==> config.mk <==
export PLATFORM = sky130hd
export DESIGN_NAME = pipe_stage_buf
export DESIGN_NICKNAME = d
export VERILOG_FILES = /design/src/rtl/pipe_pkg.sv /design/src/rtl/pipe_slot.sv /design/src/rtl/pipe_stage_buf.sv
export SDC_FILE = /design/constraint.sdc
export NUM_CORES = 1
export LEC_CHECK = 0
export ABC_CLOCK_PERIOD_IN_PS = 3050
export CORE_MARGIN = 2
export CORE_UTILIZATION = 29
export CTS_BUF_LIST = sky130_fd_sc_hd__clkbuf_8 sky130_fd_sc_hd__clkbuf_16
export CTS_CLUSTER_DIAMETER = 150
export CTS_CLUSTER_SIZE = 28
export DETAILED_ROUTE_END_ITERATION = 10
export PLACE_DENSITY = 0.59
export SLEW_MARGIN = 20
export SYNTH_ARGS = -nofsm -noshare
export SYNTH_HDL_FRONTEND = slang
export SYNTH_SLANG_ARGS = --single-unit
==> constraint.sdc <==
create_clock -name clk -period 3.05 [get_ports clk]
set_input_delay 0.915 -clock clk [delete_from_list [all_inputs] [get_ports clk]]
set_output_delay 0.915 -clock clk [all_outputs]
set_load 0.005 [all_outputs]
==> src/rtl/pipe_pkg.sv <==
// Shared widths, control-bit indices and EX/MEM payload layout for pipeline-stage buffers.
package pipe_pkg;

  localparam int IFID_CTRL_W  = 1;
  localparam int IFID_DATA_W  = 64;
  localparam int IDEX_CTRL_W  = 9;
  localparam int IDEX_DATA_W  = 106;
  localparam int EXMEM_CTRL_W = 4;
  localparam int EXMEM_DATA_W = 69;
  localparam int MEMWB_CTRL_W = 2;
  localparam int MEMWB_DATA_W = 69;

  localparam int CTL_MEMREAD  = 0;
  localparam int CTL_MEMWRITE = 1;
  localparam int CTL_MEMTOREG = 2;
  localparam int CTL_REGWRITE = 3;

  localparam int EXMEM_ALU_MSB = 68;
  localparam int EXMEM_ALU_LSB = 37;
  localparam int EXMEM_RD2_MSB = 36;
  localparam int EXMEM_RD2_LSB = 5;
  localparam int EXMEM_WR_MSB  = 4;
  localparam int EXMEM_WR_LSB  = 0;

  // Field order matches the bit offsets above, MSB first.
  typedef struct packed {
    logic [31:0] alu_result;
    logic [31:0] rd2;
    logic [4:0]  write_reg;
  } exmem_data_t;

  function automatic logic [EXMEM_DATA_W-1:0] pack_exmem(input logic [31:0] alu_result,
                                                         input logic [31:0] rd2,
                                                         input logic [4:0]  write_reg);
    exmem_data_t d;
    d.alu_result = alu_result;
    d.rd2        = rd2;
    d.write_reg  = write_reg;
    return d;
  endfunction

endpackage

==> src/rtl/pipe_slot.sv <==
// One buffer entry (valid + ctrl + data); load wins over clear, single-cycle update.
// Clear drops only the valid bit so the data flops keep toggling to a minimum.
module pipe_slot
  import pipe_pkg::*;
#(
  parameter int CTRL_W = EXMEM_CTRL_W,
  parameter int DATA_W = EXMEM_DATA_W
) (
  input  logic              clk,
  input  logic              reset,
  input  logic              load,
  input  logic              clear,
  input  logic [CTRL_W-1:0] d_ctrl,
  input  logic [DATA_W-1:0] d_data,
  output logic              valid,
  output logic [CTRL_W-1:0] ctrl,
  output logic [DATA_W-1:0] data
);

  always_ff @(posedge clk or negedge reset) begin
    if (!reset) begin
      valid <= 1'b0;
      ctrl  <= '0;
      data  <= '0;
    end else if (load) begin
      valid <= 1'b1;
      ctrl  <= d_ctrl;
      data  <= d_data;
    end else if (clear) begin
      valid <= 1'b0;
    end
  end

endmodule

==> src/rtl/pipe_stage_buf.sv <==
// Elastic pipeline stage: 1-cycle latency, 1 beat/cycle; SKID=1 gives a flop-sourced
// in_ready via a second entry, SKID=0 a single entry with in_ready = ~out_valid | out_ready.
module pipe_stage_buf
  import pipe_pkg::*;
#(
  parameter int CTRL_W = EXMEM_CTRL_W,
  parameter int DATA_W = EXMEM_DATA_W,
  parameter int SKID   = 1
) (
  input  logic              clk,
  input  logic              reset,
  input  logic              flush,
  input  logic              in_valid,
  output logic              in_ready,
  input  logic [CTRL_W-1:0] in_ctrl,
  input  logic [DATA_W-1:0] in_data,
  output logic              out_valid,
  input  logic              out_ready,
  output logic [CTRL_W-1:0] out_ctrl,
  output logic [DATA_W-1:0] out_data,
  output logic [1:0]        occupancy
);

  logic              accept;
  logic              drain;
  logic              m_free;
  logic              m_load;
  logic              m_clear;
  logic              m_valid;
  logic [CTRL_W-1:0] m_ctrl;
  logic [DATA_W-1:0] m_data;
  logic [CTRL_W-1:0] m_d_ctrl;
  logic [DATA_W-1:0] m_d_data;
  logic              s_valid;
  logic [CTRL_W-1:0] s_ctrl;
  logic [DATA_W-1:0] s_data;

  assign accept = in_valid & in_ready;
  assign drain  = m_valid & out_ready;
  assign m_free = ~m_valid | drain;

  // A held skid entry is always older than the incoming beat, so it refills M first.
  assign m_load   = ~flush & m_free & (s_valid | accept);
  assign m_clear  = flush | drain;
  assign m_d_ctrl = s_valid ? s_ctrl : in_ctrl;
  assign m_d_data = s_valid ? s_data : in_data;

  pipe_slot #(.CTRL_W(CTRL_W), .DATA_W(DATA_W)) u_m (
    .clk    (clk),
    .reset  (reset),
    .load   (m_load),
    .clear  (m_clear),
    .d_ctrl (m_d_ctrl),
    .d_data (m_d_data),
    .valid  (m_valid),
    .ctrl   (m_ctrl),
    .data   (m_data)
  );

  generate
    if (SKID != 0) begin : g_skid
      logic s_load;
      logic s_clear;

      assign s_load  = ~flush & accept & (s_valid | ~m_free);
      assign s_clear = flush | (m_free & s_valid);

      pipe_slot #(.CTRL_W(CTRL_W), .DATA_W(DATA_W)) u_s (
        .clk    (clk),
        .reset  (reset),
        .load   (s_load),
        .clear  (s_clear),
        .d_ctrl (in_ctrl),
        .d_data (in_data),
        .valid  (s_valid),
        .ctrl   (s_ctrl),
        .data   (s_data)
      );

      assign in_ready = ~s_valid;
    end else begin : g_no_skid
      assign s_valid  = 1'b0;
      assign s_ctrl   = '0;
      assign s_data   = '0;
      assign in_ready = ~m_valid | out_ready;
    end
  endgenerate

  // Bubbles must never carry live control bits (RegWrite/MemWrite).
  assign out_valid = m_valid;
  assign out_ctrl  = m_ctrl & {CTRL_W{m_valid}};
  assign out_data  = m_data;
  assign occupancy = {1'b0, m_valid} + {1'b0, s_valid};

endmodule
## Word-level counts from Yosys, hierarchy flattened

Index checks and enable logic that the tools add are counted.

| word-level totals | value |
|---|---|
| bits in registers | 148 |
| input bits | 78 |
| output and inout bits | 77 |
| word-level logic and storage cells | 32 |

| cells by class | value |
|---|---|
| $add $sub $neg | 1 |
| multiplexer cells | 6 |
| bitwise logic cells | 17 |
| reductions and logical operators | 2 |

Operators by type and width:

| cell | number |
|---|---|
| $mux W69 | 1 |
| $and A1 B1 Y1 | 7 |
| $or A1 B1 Y1 | 5 |
| $and A4 B4 Y4 | 1 |
| $mux W1 | 4 |
| $mux W4 | 1 |
| $not A1 Y1 | 4 |
| $reduce_bool A2 Y1 | 2 |
| $add A1 B1 Y2 | 1 |

## Longest topological paths before layout

Gate-level depths: netlist of the first run.

| depth | value |
|---|---|
| depth in word-level cells | 6 |
| mapped depth | 4 |
| mapped depth without buffers | 3 |

## Hierarchy

From an unflattened synthesis of the first run, not the netlist that was laid out.

| unflattened totals | value |
|---|---|
| cells, all modules | 409 |
| area, all modules | 7068.0 µm² |

By module, submodules not included:

| module | instances | cells an instance | area an instance (µm²) | seq. area each (µm²) |
|---|---|---|---|---|
| pipe_slot | 2 | 157 | 2990.4 | 1851.8 |
| pipe_stage_buf | 1 | 95 | 1087.3 | 0.0 |

## Worst setup path before layout of the first run

No wires, ideal clock.

| timing path | value |
|---|---|
| kind | input port to flip-flop |
| start point | in out_ready |
| end point | reg u_m.ctrl[2] |
| library setup time | 0.125 ns |
| arrival | 1.890 ns |
| data required time | 2.925 ns |
| setup slack | 1.035 ns |
| cell stages on the path | 4 |
| path buffers | 1 |
| cell sequence | nor2b_4 nor3_4 buf_6 mux2_2 |

| on the way | value |
|---|---|
| cells in the longest elaborated chain, start to end | 4 |

RTL lines:

| element | line | text |
|---|---|---|
| start, declared | pipe_stage_buf.sv:18 | `input logic out_ready,` |
| $and A1 B1 Y1 | pipe_stage_buf.sv:39 | `assign drain = m_valid & out_ready;` |
| $or A1 B1 Y1 | pipe_stage_buf.sv:40 | `assign m_free = ~m_valid \| drain;` |
| $and A1 B1 Y1 (2 in series) | pipe_stage_buf.sv:43 | `assign m_load = ~flush & m_free & (s_valid \| accept);` |
| end signal, assigned | pipe_slot.sv:27 | `ctrl <= d_ctrl;` |
| end, declared | pipe_slot.sv:16 | `output logic [CTRL_W-1:0] ctrl,` |

Every way passes these cells.
A chain may end at the register's enable or synchronous reset.

## Worst setup path in the final report of the first run

| timing path | value |
|---|---|
| start point | reg g_skid.u_s.valid |
| end point | out occupancy[0] |

| on the way | value |
|---|---|
| cells in the longest elaborated chain, start to end | 1 |

RTL lines:

| element | line | text |
|---|---|---|
| start, declared | pipe_slot.sv:15 | `output logic valid,` |
| start signal, assigned | pipe_slot.sv:22 | `valid <= 1'b0;` |
| start signal, assigned | pipe_slot.sv:26 | `valid <= 1'b1;` |
| start signal, assigned | pipe_slot.sv:30 | `valid <= 1'b0;` |
| $add A1 B1 Y2 | pipe_stage_buf.sv:93 | `assign occupancy = {1'b0, m_valid} + {1'b0, s_valid};` |
| end, declared | pipe_stage_buf.sv:21 | `output logic [1:0] occupancy` |

Every way passes these cells.

==> impl_metrics.toml, run 1 <==
[timing]
tns_ps = 0
finalCritPeriodShare_pct = 88.0
drv_slew = 0
period_needed_ps = 2680
layout_setup_ws_ps = 367
setup_viol = 0
timing.fmax_mhz = 373
relSlewSlack_pct = 36.2
skew_ps = 8.16
finalHoldViolCount = 0
tightest_slew_ps = 957
rsz0062_at_grt = "no"

[pwr]
intPower_mw = 4.66
cellPowerDensity_nw_per_um2 = 673
p_clk_share_pct = 38.3
seqPwrFrac_pct = 43.3
comb_power_share_pct = 18.3
vdd_drop_max_uv = 321
p_sw_mw = 1.36
p_sw_share_pct = 22.6
power.leakage_nw = 3.68

[finish]
drive_gt1_share_pct = 44.9
nets = 641
instances_no_fill = 855
design_area_um2 = 8950
syn_to_final_growth_pct = 38.3
antennaDiodeCount = 0
fin_util_pct = 40.9

[clock_network]
clkTransAtPathRegs_ps = 60
clockBufferDepth = 2
cts_sinks = 148
holdBufCountCts = 0
clock-root-buffer = "clkbuf_16"
clk_latency_ps = 410
cts_tree = "yes"
cts_setup_buffers = 0
htreeDepth = 4
cts_made_buffers = 17
cts-resized-gates = 0

[grt]
grt_max_degree = 74
grt_pass1_vias = 4319
grt.overflow.total = 0
grt_pass1_wl_mm = 23.1
grt_usage_pct = 12.4
antenna_found_initial = 0

[placement]
place_inst = 823
place.gp.congestion = 0.767
dpl_cell_area_um2 = 8290
portBuffers = 154
pre_cts_ws_ps = 387
dpl.hpwl_mm = 9.06

[logic_synthesis]
synth.avg_cell_area_um2 = 16.1
ys_seq_area_share_pct = 57.2
synth_edf_count = 0
synthAdderAreaFrac_pct = 0.193
synth.net_count = 482
synth_top_family_by_area = "multiplexers"
synthMuxAreaShare_pct = 38.1
yosys.area_share.xor_xnor_pct = 0
synth_compound_area_share_pct = 0.0773
synthMostInstantiatedCell = "mux2_2"
syn_area_um2 = 6470
synth.area.top_cells = "dfrtp_1 57%, mux2_2 37%, buf_6 2.4%"
synth_cells = 403
synthArstFlopShare_pct = 100
ys_seq_elements = 148
synth_flop_cell = "dfrtp_1"
synthDistinctLibCells = 16
yosys.area.top_type = "dfrtp_1"
synth_commonest_cells = "213 x mux2_2, 148 x dfrtp_1, 14 x buf_6"
synth_top_area_share_pct = 57.2
ys_warn_count = 0
synth-simple-area-share_pct = 1.30

[critical_path]
cpPeakStageDelay_ps = 550
rr_endpoint = "u_m.data[8]"
cp_max_fo = 11
cp.buffers_inverters = 1
r2r_slack_ps = 920
cpLargestDelayFamily = "flip-flops"
required_ps = 2130
crit_type = "reg -> out"
r2r_cells = 3
crit_path_start_kind = "flip-flop"
crit_path_cell_trace = "ha_1, clkdlybuf4s50_1"
r2r_start = "g_skid.u_s.valid"
slowest_stage = "dfrtp_4"
worstPathArrival_ps = 1770
worst_setup_path_end_kind = "output port"

[floorplanning]
ioPinCount = 155
dieHeight_um = 153
row_count = 54
start_util_pct = 29.6
dieArea_um2 = 23500
dieWidth_um = 153
core_area_um2 = 21900

[routing]
routed_wl_mm = 13.8
post_drt_via_cell_ratio = 4.49
num_vias = 3842
antenna_left = 0
routedWlPerCell_um = 16.1
drc = 0
drtIter0Drc = 81
dr.pass1.iters = 3

[status]
status = "finished clean"

[hold_path]
hold_class = "in -> async"

[run]
cap_violations = 0
## power groups by stage
| stage | sequential [mW] | combinational, mW | clock [mW] |
|---|---|---|---|
| after floorplan | 2.60 | 0.511 | 0 |
| after global placement | 2.62 | 1.09 | 0 |
| after detailed placement | 2.65 | 1.12 | 0 |
| after CTS | 2.62 | 1.13 | 2.39 |
| after global routing | 2.68 | 1.20 | 2.49 |
| final | 2.61 | 1.10 | 2.31 |
## metal layers
metal  up-vias  part of all wire, %  global-route usage [%]
li1       1772                    -                       -
met1      1964                   44                    15.4
met2        92                   50                    21.0
met3        14                  4.5                    2.89
met4         0                  1.3                    4.46
met5         -                    0                       0
## metrics by stage
stage          total power, mW  hold slack, ps
6_report                  6.03             467
5_1_grt                   6.36             504
4_1_cts                   6.14             481
3_5_place_dp              3.77             484
3_3_place_gp              3.72             469
2_1_floorplan             3.11             450
## worst max-delay path by stage
stage | from | slack (ps) | cells past startpoint | to
3_3_place_gp | flush | 460 | 5 | g_skid.u_s.data[36]
6_report | g_skid.u_s.valid | 370 | 2 | occupancy[0]
2_1_floorplan | out_ready | 1040 | 4 | u_m.ctrl[2]
5_1_grt | g_skid.u_s.valid | 310 | 2 | occupancy[0]
3_5_place_dp | flush | 390 | 5 | g_skid.u_s.data[31]
4_1_cts | g_skid.u_s.valid | 340 | 2 | occupancy[0]
## sequential cells by signal, summed over array words and instances, names as in the netlist
| register | cells |
|---|---|
| g_skid.u_s.valid | 1 |
| u_m.data | 69 |
| u_m.ctrl | 4 |
| u_m.valid | 1 |
| g_skid.u_s.ctrl | 4 |
| g_skid.u_s.data | 69 |
## cells in the final DEF (no fill, tap or decap), types with 2 or more instances in the layout
master             n
mux2_2           213
clkdlybuf4s50_1  153
dfrtp_1          147
clkbuf_16         17
mux2_1             6
clkbuf_8           5
and2_1             4
bufinv_16          4
buf_4              4
buf_12             4
nor2_1             2
clkinv_4           2
inv_6              2
## area by class of cell
class / instances / area [um^2]
Sequential cell: 148 / 3710
Multi-Input combinational cell: 232 / 2570
Clock inverter: 10 / 168
Inverter: 1 / 3.75
Clock buffer: 22 / 494
Timing Repair Buffer: 162 / 1650
Fill cell: 2022 / 12900
Tap cell: 280 / 350
## kinds of logic after synthesis
kind of cell | Yosys count
muxes | 219
DFF | 148
buffers and inverters | 23
and+or+nand+nor | 11
AOI/OAI and AO/OA | 1
adders and majority gates | 1
(Power assumes the default switching activity.)
==> run 2, diff against run 1 <==
- ABC_AREA: not set -> 1
==> run 2 against run 1 <==
- sequential cell count did not move
- worst hold slack got worse by 4.3 ps
- combinational power fell by 7%
- critical path depth did not move
- die area rose by 4.6%
- largest cell class unchanged
==> impl_metrics.toml, run 2 <==
[status]
status = "finished clean"

[logic_synthesis]
synthDistinctLibCells = 13
synth_edf_count = 0
synth_commonest_cells = "517 x nand2_1, 148 x dfrtp_1, 146 x nand3_1"
synthArstFlopShare_pct = 100
synth_top_area_share_pct = 54.7
synthMostInstantiatedCell = "nand2_1"
synth_cells = 890
synth_flop_cell = "dfrtp_1"
synth.avg_cell_area_um2 = 7.61
ys_warn_count = 0
yosys.area.top_type = "dfrtp_1"
syn_area_um2 = 6780
ys_seq_elements = 148
synth.net_count = 969
ys_seq_area_share_pct = 54.7
synth.area.top_cells = "dfrtp_1 55%, nand2_1 29%, nand3_1 11%"

[grt]
grt_usage_pct = 16.9
grt_busiest_layer = "met2"
grt.overflow.total = 0
use_met3_pct = 3.66
gr-usage-met1_pct = 22.1
antenna_found_initial = 0
grt_max_degree = 75
met2_usage_pct = 28.1
grt_pass1_vias = 5925
grt_pass1_wl_mm = 32.3

[clock_network]
clk_latency_ps = 420
clock-root-buffer = "clkbuf_16"
holdBufCountCts = 0
clkTransAtPathRegs_ps = 70
cts_sinks = 148
cts_made_buffers = 17
htreeDepth = 4
clockBufferDepth = 2
cts-resized-gates = 0
cts_setup_buffers = 0
cts_tree = "yes"

[timing]
finalCritPeriodShare_pct = 91.1
skew_ps = 8.70
setup_viol = 0
finalHoldViolCount = 0
tns_ps = 0
timing.fmax_mhz = 360
drv_slew = 0
tightest_slew_ps = 897
rsz0062_at_grt = "no"
relSlewSlack_pct = 40.2
period_needed_ps = 2780

[finish]
syn_to_final_growth_pct = 37.6
nets = 1100
design_area_um2 = 9320
drive_gt1_share_pct = 5.61
final_common_cell = "nand2_1"
reg_top3 = "g_skid.u_s.data (69), u_m.data (69)"
final_cell_mix = "516 x nand2_1, 153 x clkdlybuf4s50_1, 147 x dfrtp_1, 146 x nand3_1, 17 x clkbuf_16"
instances_no_fill = 1347
antennaDiodeCount = 0

[hold_path]
hold_class = "in -> async"

[critical_path]
crit_path_cell_trace = "ha_1, clkdlybuf4s50_1"
slowest_stage = "clkdlybuf4s50_1"
cp_max_fo = 8
rr_endpoint = "u_m.data[21]"
cp.buffers_inverters = 1
cpLargestDelayFamily = "buffers and inverters"
r2r_slack_ps = 870
crit_type = "reg -> out"
cpPeakStageDelay_ps = 550
crit_path_start_kind = "flip-flop"
required_ps = 2130
worst_setup_path_end_kind = "output port"
worstPathArrival_ps = 1860
r2r_cells = 7
r2r_start = "g_skid.u_s.valid"

[pwr]
p_clk_share_pct = 40.1
comb_power_share_pct = 17.2
intPower_mw = 4.37
seqPwrFrac_pct = 42.6
p_sw_mw = 1.58
p_sw_share_pct = 26.6
vdd_drop_max_uv = 343
power.leakage_nw = 4.82
cellPowerDensity_nw_per_um2 = 638

[placement]
portBuffers = 154
dpl.hpwl_mm = 12.0
place_inst = 1315
place.gp.congestion = 0.753
dpl_cell_area_um2 = 8660

[routing]
post_drt_via_cell_ratio = 4.54
routed_wl_mm = 20.1
antenna_left = 0
num_vias = 6112
dr.pass1.iters = 4
routedWlPerCell_um = 14.9
drc = 0
drtIter0Drc = 277

[floorplanning]
start_util_pct = 29.7
core_area_um2 = 22800
row_count = 55
dieArea_um2 = 24600
ioPinCount = 155
dieWidth_um = 157
dieHeight_um = 157

[run]
cap_violations = 0
-- run 2: through the flow --
step / hold slack, ps / util, % / setup WS [ps] / power (mW)
final: 463 / 40.9 / 272 / 5.95
after global routing: 483 / 40.9 / 196 / 6.28
after CTS: 464 / 40.9 / 226 / 6.04
after detailed placement: 458 / 38.0 / 534 / 3.61
after global placement: 453 / 38.0 / 563 / 3.59
after floorplan: 442 / - / 1360 / 2.99
-- run 2: how the worst max path moves through the flow --
stage | start | cells after the start | end
2_1_floorplan | out_ready | 6 | u_m.data[38]
3_3_place_gp | flush | 6 | u_m.data[15]
6_report | u_m.valid | 2 | occupancy[0]
3_5_place_dp | flush | 6 | u_m.data[4]
4_1_cts | u_m.valid | 2 | occupancy[0]
5_1_grt | u_m.valid | 2 | occupancy[0]
-- run 2: kinds of logic after synthesis --
logic type	Yosys count	synth area share, %
flops	148	54.7
compound gates	1	0.0738
simple gates	671	40.2
fa+ha+maj	1	0.185
buf+inv	69	4.86
-- run 2: per-layer routing --
layer,up-vias,routed length [um]
met5,-,0
met4,0,240
met3,17,902
met2,132,9520
met1,2918,9480
li1,3045,-
-- run 2: area by class of cell --
type,count,area [um^2]
inverter,9,33.8
timing repair buffer,172,1750
clock buffer,18,439
fill,2308,13500
tap,313,392
multi-input combinational,673,2780
clock inverter,14,224
sequential,148,3700
-- run 2: power groups by stage --
stage	Combinational (mW)	Clock (mW)	Sequential, mW
after floorplan	0.438	0	2.55
after global placement	1.02	0	2.57
after detailed placement	1.04	0	2.57
after CTS	1.05	2.45	2.54
after global routing	1.16	2.54	2.59
final	1.02	2.39	2.54
-- run 2: worst reg2reg max path, stage by stage, from the launching register on --
cell	delay (ps)
dfrtp_2	430
inv_2	60
buf_4	700
nand2_1	210
nand3_4	110
buf_4	390
nand2_1	140
nand2_1	90
==> run 3, diff against run 2 <==
--- a/config.mk
+++ b/config.mk
@@ -15,2 +15,3 @@
 export DETAILED_ROUTE_END_ITERATION = 10
+export GPL_TIMING_DRIVEN = 0
 export PLACE_DENSITY = 0.59
--- a/constraint.sdc
+++ b/constraint.sdc
@@ -3,2 +3,2 @@
 set_output_delay 0.915 -clock clk [all_outputs]
-set_load 0.005 [all_outputs]
+set_load 0.05 [all_outputs]
==> run 3 against run 2 <==
- cell count rose by 3.1%
- sequential power barely moved
- via count rose by 0.95%
- sequential share of layout area barely moved
- critical path depth rose by 1
- count of clock-buffer cells in the layout fell by 1
- critical endpoint is now in_ready
- largest power group unchanged
==> impl_metrics.toml, run 3 (synthesis results as in run 2) <==
[placement]
place.gp.congestion = 0.774
portBuffers = 154
dpl.hpwl_mm = 13.4
pre_cts_ws_ps = 226

[grt]
grt_usage_pct = 17.1
grt.overflow.total = 0
antenna_found_initial = 0
grt_pass1_wl_mm = 32.7
grt_max_degree = 85
grt_pass1_vias = 6062

[clock_network]
cts_made_buffers = 17
cts-resized-gates = 2
cts_sinks = 148
clk_latency_ps = 420
cts_tree = "yes"
clockBufferDepth = 2
cts_setup_buffers = 0
htreeDepth = 4
clkTransAtPathRegs_ps = 60
clock-root-buffer = "clkbuf_16"
holdBufCountCts = 0

[floorplanning]
start_util_pct = 29.7
row_count = 55
dieHeight_um = 157
dieWidth_um = 157
ioPinCount = 155
dieArea_um2 = 24600
core_area_um2 = 22800

[critical_path]
cp_max_fo = 10
crit_path_start_kind = "flip-flop"
r2r_start = "g_skid.u_s.valid"
crit_type = "reg -> out"
required_ps = 2130
worstPathArrival_ps = 2010
worst_setup_path_end_kind = "output port"
startpoint = "g_skid.u_s.valid"

[timing]
timing.fmax_mhz = 341
tightest_slew_ps = 626
relSlewSlack_pct = 58.2
hold_slack_ps = 440
rsz0062_at_grt = "no"
finalHoldViolCount = 0
setup_viol = 0
period_needed_ps = 2930
drv_slew = 0
finalCritPeriodShare_pct = 96.0
skew_ps = 6.89
layout_setup_ws_ps = 121

[routing]
top_layer = "met4"
routedWlPerCell_um = 14.4
m1WireLength_mm = 9.54
routed_wl_mm = 20.0
post_drt_via_cell_ratio = 4.44
wl_met3_um = 992
num_vias = 6170
dr.pass1.iters = 5
antenna_left = 0
wl_met2_mm = 9.30
drtIter0Drc = 327
drc = 0

[finish]
nets = 1143
nFillCells = 2372
drive_gt1_share_pct = 8.55
syn_to_final_growth_pct = 37.7
antennaDiodeCount = 0
reg_top3 = "g_skid.u_s.data (69), u_m.data (69)"
final_cell_mix = "517 x nand2_1, 151 x clkdlybuf4s50_1, 148 x dfrtp_1, 146 x nand3_1, 56 x buf_2"
final_common_cell = "nand2_1"

[hold_path]
hold_class = "in -> async"

[run]
cap_violations = 0

[pwr]
power.leakage_nw = 4.90
vdd_drop_max_uv = 314
cellPowerDensity_nw_per_um2 = 669

[status]
status = "finished clean"
[run 3: worst max-delay path, stage by stage, from the launching register on]
cell           delay (ps)
dfrtp_1               430
inv_1                 130
clkbuf_1              440
dlygate4sd2_1         590
[run 3: final timing paths]
| path | to | slack (ps) | cells past startpoint |
|---|---|---|---|
| max | in_ready | 120 | 3 |
| min | g_skid.u_s.data[66] | 440 | 1 |
| max reg2reg | u_m.data[47] | 1330 | 5 |
| min reg2reg | g_skid.u_s.data[33] | 470 | 2 |
| max in group asynchronous | g_skid.u_s.data[33] | 1810 | 2 |
| min in group clk | g_skid.u_s.data[33] | 470 | 2 |
[run 3: cell type report]
type | count | area (um^2) | area share [%]
plain buffers | 60 | 295 | 3.17
clock buffers | 17 | 425 | 4.56
clock inverters | 14 | 165 | 1.77
inverters | 9 | 33.8 | 0.362
multi-input cells | 673 | 2740 | 29.4
flip-flops and latches | 148 | 3700 | 39.7
well taps | 313 | 392 | 4.20
repair buffers | 155 | 1570 | 16.8
[run 3: per-stage QoR]
stage | util (%) | instance area (um^2) | power (mW) | TNS [ps] | std cells
final | 41.0 | 9330 | 6.24 | 0 | 1389
after CTS | 41.0 | 9330 | 6.32 | 0 | 1389
after floorplan | - | 6780 | 3.51 | 0 | 890
after global placement | 38.2 | 8710 | 4.12 | -800530 | 1357
after global routing | 41.0 | 9330 | 6.60 | 0 | 1389
after detailed placement | 38.4 | 8740 | 4.14 | 0 | 1358
[run 3: metal layers]
metal / up-vias / track usage, %
li1: 3137 / -
met1: 2863 / 23.7
met2: 156 / 27.1
met3: 14 / 4.26
met4: 0 / 3.89
met5: - / 0
[run 3: power breakdown]
part | total [mW] | internal, mW | switching [mW] | leakage [nW]
combinational | 1.56 | 0.544 | 1.01 | 2.75
sequential | 2.54 | 2.34 | 0.202 | 1.86
clock | 2.15 | 1.28 | 0.869 | 0.294
total | 6.24 | 4.16 | 2.08 | 4.90
